===== src/rtl/sys_arr_pkg.sv =====
// Shared types and constants for the systolic-array MAC driver slice.
package sys_arr_pkg;

    localparam int DW = 16;
    localparam logic [DW-1:0] FP16_QNAN = 16'h7E00;

    typedef enum logic [2:0] {
        IDLE = 3'd0,
        LOAD = 3'd1,
        FIRE = 3'd2,
        WAIT = 3'd3,
        DONE = 3'd4
    } mac_drv_state_t;

endpackage


===== src/rtl/sysarr_timeout_ctr.sv =====
// Clear/enable cycle counter with a terminal-count flag at TIMEOUT-1.
module sysarr_timeout_ctr #(
    parameter int TIMEOUT = 64,
    parameter int TMR_W   = $clog2(TIMEOUT + 1)
) (
    input  logic clk,
    input  logic rst,
    input  logic i_clr,
    input  logic i_en,
    output logic o_tc
);

    logic [TMR_W-1:0] r_count;

    always_ff @(posedge clk or posedge rst) begin
        if (rst) begin
            r_count <= '0;
        end else if (i_clr) begin
            r_count <= '0;
        end else if (i_en) begin
            r_count <= r_count + TMR_W'(1);
        end
    end

    assign o_tc = (r_count == TMR_W'(TIMEOUT - 1));

endmodule


===== src/rtl/sysarr_mac_driver.sv =====
// Issue engine for one MAC PE: takes an operand triple, sequences load/start/wait,
// and returns the PE's out_accumulate (or a QNaN timeout abort) on a valid/ready port.
module sysarr_mac_driver
    import sys_arr_pkg::*;
#(
    parameter int TIMEOUT = 64,
    parameter int TMR_W   = $clog2(TIMEOUT + 1)
) (
    input  logic          clk,
    input  logic          RST,
    input  logic          op_valid,
    output logic          op_ready,
    input  logic [DW-1:0] op_x,
    input  logic [DW-1:0] op_weight,
    input  logic [DW-1:0] op_acc,
    output logic          res_valid,
    input  logic          res_ready,
    output logic [DW-1:0] res_data,
    output logic          res_timeout,
    output logic          busy,
    output logic [DW-1:0] mac_in_value,
    output logic          mac_shift,
    output logic          mac_start,
    output logic [DW-1:0] mac_weight,
    output logic [DW-1:0] mac_in_accumulate,
    input  logic          mac_value_ready,
    input  logic [DW-1:0] mac_out_accumulate
);

    // Handshakes: a transfer happens on a rising clk edge where valid and ready
    // are both high; valid never waits on ready, and res_data/res_timeout stay
    // stable while res_valid is high until that transfer.

    mac_drv_state_t r_state;
    mac_drv_state_t w_next_state;

    logic [DW-1:0] r_x_hold;
    logic [DW-1:0] r_w_hold;
    logic [DW-1:0] r_acc_hold;
    logic [DW-1:0] r_res_data;
    logic          r_res_timeout;
    logic          r_saw_busy;

    logic w_accept;
    logic w_capture;
    logic w_tmr_clr;
    logic w_tmr_en;
    logic w_tmr_tc;
    logic w_drive_pe;

    sysarr_timeout_ctr #(
        .TIMEOUT(TIMEOUT),
        .TMR_W  (TMR_W)
    ) u_timeout_ctr (
        .clk  (clk),
        .rst  (RST),
        .i_clr(w_tmr_clr),
        .i_en (w_tmr_en),
        .o_tc (w_tmr_tc)
    );

    // Capture only after the PE has been seen busy, so a stale ready is never taken as done.
    assign w_accept  = op_valid & op_ready;
    assign w_capture = (r_state == WAIT) & r_saw_busy & mac_value_ready;

    always_ff @(posedge clk or posedge RST) begin
        if (RST) begin
            r_state <= IDLE;
        end else begin
            r_state <= w_next_state;
        end
    end

    always_comb begin
        w_next_state = r_state;
        case (r_state)
            IDLE: if (op_valid) w_next_state = LOAD;
            LOAD: w_next_state = FIRE;
            FIRE: w_next_state = WAIT;
            WAIT: if (w_capture || w_tmr_tc) w_next_state = DONE;
            DONE: if (res_ready) w_next_state = op_valid ? LOAD : IDLE;
            default: w_next_state = IDLE;
        endcase
    end

    always_comb begin
        op_ready   = 1'b0;
        res_valid  = 1'b0;
        busy       = 1'b1;
        mac_shift  = 1'b0;
        mac_start  = 1'b0;
        w_tmr_clr  = 1'b0;
        w_tmr_en   = 1'b0;
        w_drive_pe = 1'b1;
        case (r_state)
            IDLE: begin
                op_ready   = 1'b1;
                busy       = 1'b0;
                w_drive_pe = 1'b0;
            end
            LOAD: mac_shift = 1'b1;
            FIRE: begin
                mac_start = 1'b1;
                w_tmr_clr = 1'b1;
            end
            WAIT: w_tmr_en = 1'b1;
            DONE: begin
                res_valid = 1'b1;
                op_ready  = res_ready;
            end
            default: begin
                busy       = 1'b0;
                w_drive_pe = 1'b0;
            end
        endcase
    end

    always_ff @(posedge clk or posedge RST) begin
        if (RST) begin
            r_x_hold      <= '0;
            r_w_hold      <= '0;
            r_acc_hold    <= '0;
            r_res_data    <= '0;
            r_res_timeout <= 1'b0;
            r_saw_busy    <= 1'b0;
        end else begin
            if (w_accept) begin
                r_x_hold   <= op_x;
                r_w_hold   <= op_weight;
                r_acc_hold <= op_acc;
                r_saw_busy <= 1'b0;
            end
            if ((r_state == FIRE || r_state == WAIT) && !mac_value_ready) begin
                r_saw_busy <= 1'b1;
            end
            if (w_capture) begin
                r_res_data    <= mac_out_accumulate;
                r_res_timeout <= 1'b0;
            end else if (r_state == WAIT && w_tmr_tc) begin
                r_res_data    <= FP16_QNAN;
                r_res_timeout <= 1'b1;
            end
        end
    end

    assign res_data          = r_res_data;
    assign res_timeout       = r_res_timeout;
    assign mac_in_value      = mac_shift ? r_x_hold : '0;
    assign mac_weight        = w_drive_pe ? r_w_hold : '0;
    assign mac_in_accumulate = w_drive_pe ? r_acc_hold : '0;

endmodule


===== config.mk =====
export PLATFORM = sky130hd
export DESIGN_NAME = sysarr_mac_driver
export DESIGN_NICKNAME = d
export VERILOG_FILES = /design/src/rtl/sys_arr_pkg.sv /design/src/rtl/sysarr_timeout_ctr.sv /design/src/rtl/sysarr_mac_driver.sv
export SDC_FILE = /design/constraint.sdc
export NUM_CORES = 1
export LEC_CHECK = 0
export CAP_MARGIN = 20
export CORE_ASPECT_RATIO = 0.5
export CORE_MARGIN = 2
export CORE_UTILIZATION = 35
export DETAILED_ROUTE_END_ITERATION = 8
export HOLD_SLACK_MARGIN = 0.08
export PLACE_DENSITY_LB_ADDON = 0.05
export REMOVE_ABC_BUFFERS = 1
export SLEW_MARGIN = 0
export SYNTH_ARGS = -nofsm -noshare
export SYNTH_HDL_FRONTEND = slang
export SYNTH_SLANG_ARGS = --single-unit

===== constraint.sdc =====
create_clock -name clk -period 2.3 [get_ports clk]
set_input_delay 0.23 -clock clk [delete_from_list [all_inputs] [get_ports clk]]
set_output_delay 0.23 -clock clk [all_outputs]
set_load 0.01 [all_outputs]

==> qor_table.md <==
| Item | Value |
|:---|:---|
| Gate family responsible for the most delay along the worst path | buffers and inverters |
| Congestion Overflow GR | 0 |
| Final GP Congestion | 0.746 |
| Crit-path cells | nor2_4 > xnor2_2 > buf_12 > and2_1 > clkdlybuf4s50_1 |
| DRC violations left | 0 |
| Post-synthesis area per instance | 11.9 um2 |
| Number of sinks handled by clock tree synthesis | 76 |
| Number of hold violations in the final report | 0 |
| Antenna violations before repair | 0 |
| Slew HR | 49.3% |
| Overall Global Routing Usage | 16.3% |
| Total I/O pin count | 139 |
| Critical-path maximum fanout | 33 |
| Final Setup Violations | 0 |
| Leakage power of the design | 2.45 nW |
| # Max-Cap Violations | 0 |
| Sum of routed wire length over all layers | 8.96 mm |
| Maximum clock skew at final layout | 0.00373 ns |
| Path category of the worst min-delay check | in -> async |
| Via count | 2,794 |
| Total inserted antenna cells | 0 |
| Worst voltage drop across the vdd grid | 0.519 mV |
| Clock slew at the register clock pins of the worst setup and hold paths | 0.06 ns |
| Starting density of the core | 35.9% |
| Post-synthesis sequential area ratio | 52.0% |
| Number of nets at the end of the flow | 513 |
| Layout area overhead | 51.6% |
| Core ar. | 10,200 um2 |
| Via count of the first global-routing pass | 2,808 |
| Hold slack final | 0.209 ns |
| Tightest Pin Transition | 0.760 ns |
| 1st-pass router iterations | 4 |
| Worst reg2reg path startpoint | u_timeout_ctr.r_count[0] |
| Area of the die | 11,300 um2 |
| CP max-delay cell | clkdlybuf4s50_1 |
| Total standard cell area after synthesis | 3660 um2 |
| Delay of the slowest cell on the worst path | 0.53 ns |
| Fin crit share | 94.9% |
| Peak Freq | 458 MHz |
| Pin count of the biggest net entering global routing | 55 |
| Top cell type's share of synthesized area | 52.0% |
| Type of the worst setup path | reg -> out |
| Clock latency on the worst-skew pair | 0.33 ns |
| Final HPWL DP | 6.21 mm |
| Fill count | 913 |
| Number of distinct library cells after synthesis | 40 |
| CTS root buffer | clkbuf_16 |
| Horiz. Die Dim | 149 um |
| Final Slew Violations | 0 |
| Minimum clock period after layout | 2.18 ns |
| Count of port buffers added during placement | 138 |
| Remaining antenna violation count | 0 |
| Biggest area contributors in the synthesized netlist | dfrtp_1 (52%), mux2_2 (12%), and2_1 (8.4%) |
| Result of the run | finished, final reports clean |
| Total CTS buffers | 9 |
| Source of the critical timing path | r_state[1] |
| Cell type with the largest total area after synthesis | dfrtp_1 |
| Wirelength per Cell | 15.2 um |
| Setup repair after global routing missed its margin | no |
| Warnings, synthesis | 0 |
| Endpoint kind of the worst setup timing path | primary output |
| Register bit total from synthesis | 76 |
| H-tree depth | 3 |
| Data required time at the worst endpoint | 2.07 ns |
| Chip Height | 76.3 um |
| TritonCTS clock tree | yes |
| Initial DRC Count | 145 |
| Maximum clock insertion buffer count | 2 |
| Kind of start point of the critical path | register |
| Final setup slack of the worst path | 0.118 ns |
| Number of standard-cell rows in the floorplan | 26 |
| Total negative slack | 0 ns |
| CP arrival | 1.95 ns |
| Post-placement setup slack | 0.251 ns |
| First-pass GRT wire length | 14.4 mm |
| Critical path buffer and inverter count | 2 |
| Layout cell share with drive strength beyond 1 | 19.0% |
| Via-to-Cell Ratio | 4.75 |
| Count of mapped cells out of synthesis | 307 |
| Share of the core filled with cells in the final layout | 54.4% |
| Power density over the cells | 1360 nW/um2 |
[placed cells by master (no fill, tap or decap), drive strengths merged, types with 3 or more instances in the layout]
master and n:
clkdlybuf4s50 138, dfrtp 76, and2 49, mux2 48, nand2 16, o211ai 11
inv 10, nand4 10, nand2b 10, clkbuf 10, buf 10, nand3 8
o211a 7, nand4b 6, a22o 4, a31oi 3, nand3b 3, nor2 3
clkinv 3
[area by class of cell]
| class | instances | area, um2 | area share, % |
|---|---|---|---|
| Timing Repair Buffer | 148 | 1510 | 27.2 |
| Tap cell | 140 | 175 | 3.16 |
| Clock inverter | 6 | 88.8 | 1.60 |
| Multi-Input combinational cell | 197 | 1600 | 28.8 |
| Sequential cell | 76 | 1900 | 34.3 |
| Clock buffer | 10 | 229 | 4.13 |
| Inverter | 11 | 42.5 | 0.767 |
[report_power, final]
group / switching, mW / internal [mW] / leakage, nW / total, mW
Clock: 0.549 / 0.950 / 0.149 / 1.50
Sequential: 0.338 / 1.93 / 0.903 / 2.27
Combinational: 1.53 / 2.26 / 1.40 / 3.79
[synth_stat cells, drive strengths merged]
cell type and instances:
a211o 2, a22o 4, a31oi 3, and2 49
and3 1, and3b 2, buf 13, clkbuf 10
dfrtp 76, ha 1, inv 11, mux2 48
mux2i 1, nand2 16, nand2b 10, nand3 8
nand3b 3, nand4 10, nand4b 6, nor2 3
nor2b 1, nor3 1, nor3b 1, nor4 1
o211a 7, o211ai 11, o21ai 2, o2bb2ai 1
o311ai 1, or2 1, or4b 2, xnor2 1
[registers in the layout, summed over array words and instances, names as in the netlist]
| register | flops |
|---|---|
| r_w_hold | 16 |
| res_timeout | 1 |
| r_state | 3 |
| r_acc_hold | 16 |
| r_saw_busy | 1 |
| res_data | 16 |
| u_timeout_ctr.r_count | 7 |
| r_x_hold | 16 |
[stage by stage]
step,power [mW],cells,area [um2]
after floorplan,4.16,284,3530
after global placement,6.00,570,5210
after detailed placement,6.11,570,5210
after CTS,7.66,587,5540
after global routing,8.09,588,5540
final,7.56,588,5540
[per-layer routing]
layer	up-vias	GRT usage, %	wire (um)	part of all wire (%)
li1	1342	-	-	-
met5	-	0	0	0
met4	0	4.29	72	0.80
met3	7	5.33	484	5.4
met1	1360	20.7	4200	47
met2	85	26.9	4200	47
[worst paths after layout]
check	endpoint	slack, ns	cells after the start
setup reg to reg	r_state[0]	0.43	4
setup / recovery	mac_weight[2]	0.12	5
min in group clk	r_w_hold[3]	0.49	1
hold / removal	r_acc_hold[8]	0.21	2
max in group asynchronous	r_state[1]	1.46	3
hold reg to reg	r_w_hold[3]	0.49	1
[kinds of logic after synthesis]
| group | count (synthesis) | synth area share, % |
|---|---|---|
| adders and majority gates | 1 | 0.342 |
| and+or+nand+nor | 115 | 20.1 |
| DFF | 76 | 52.0 |
| AOI/OAI and AO/OA | 31 | 6.88 |
| buffers and inverters | 34 | 4.48 |
| muxes | 49 | 16.0 |
| xor gates and xnor gates | 1 | 0.240 |
[what timing repair did]
item | CTS | global route
pin swaps | 1 | 0
resized for setup | 1 | 1
setup buffers | 1 | 1
hold buffers | 0 | 0
setup endpoints to repair | 32 | 13
(Power assumes the default switching activity.)
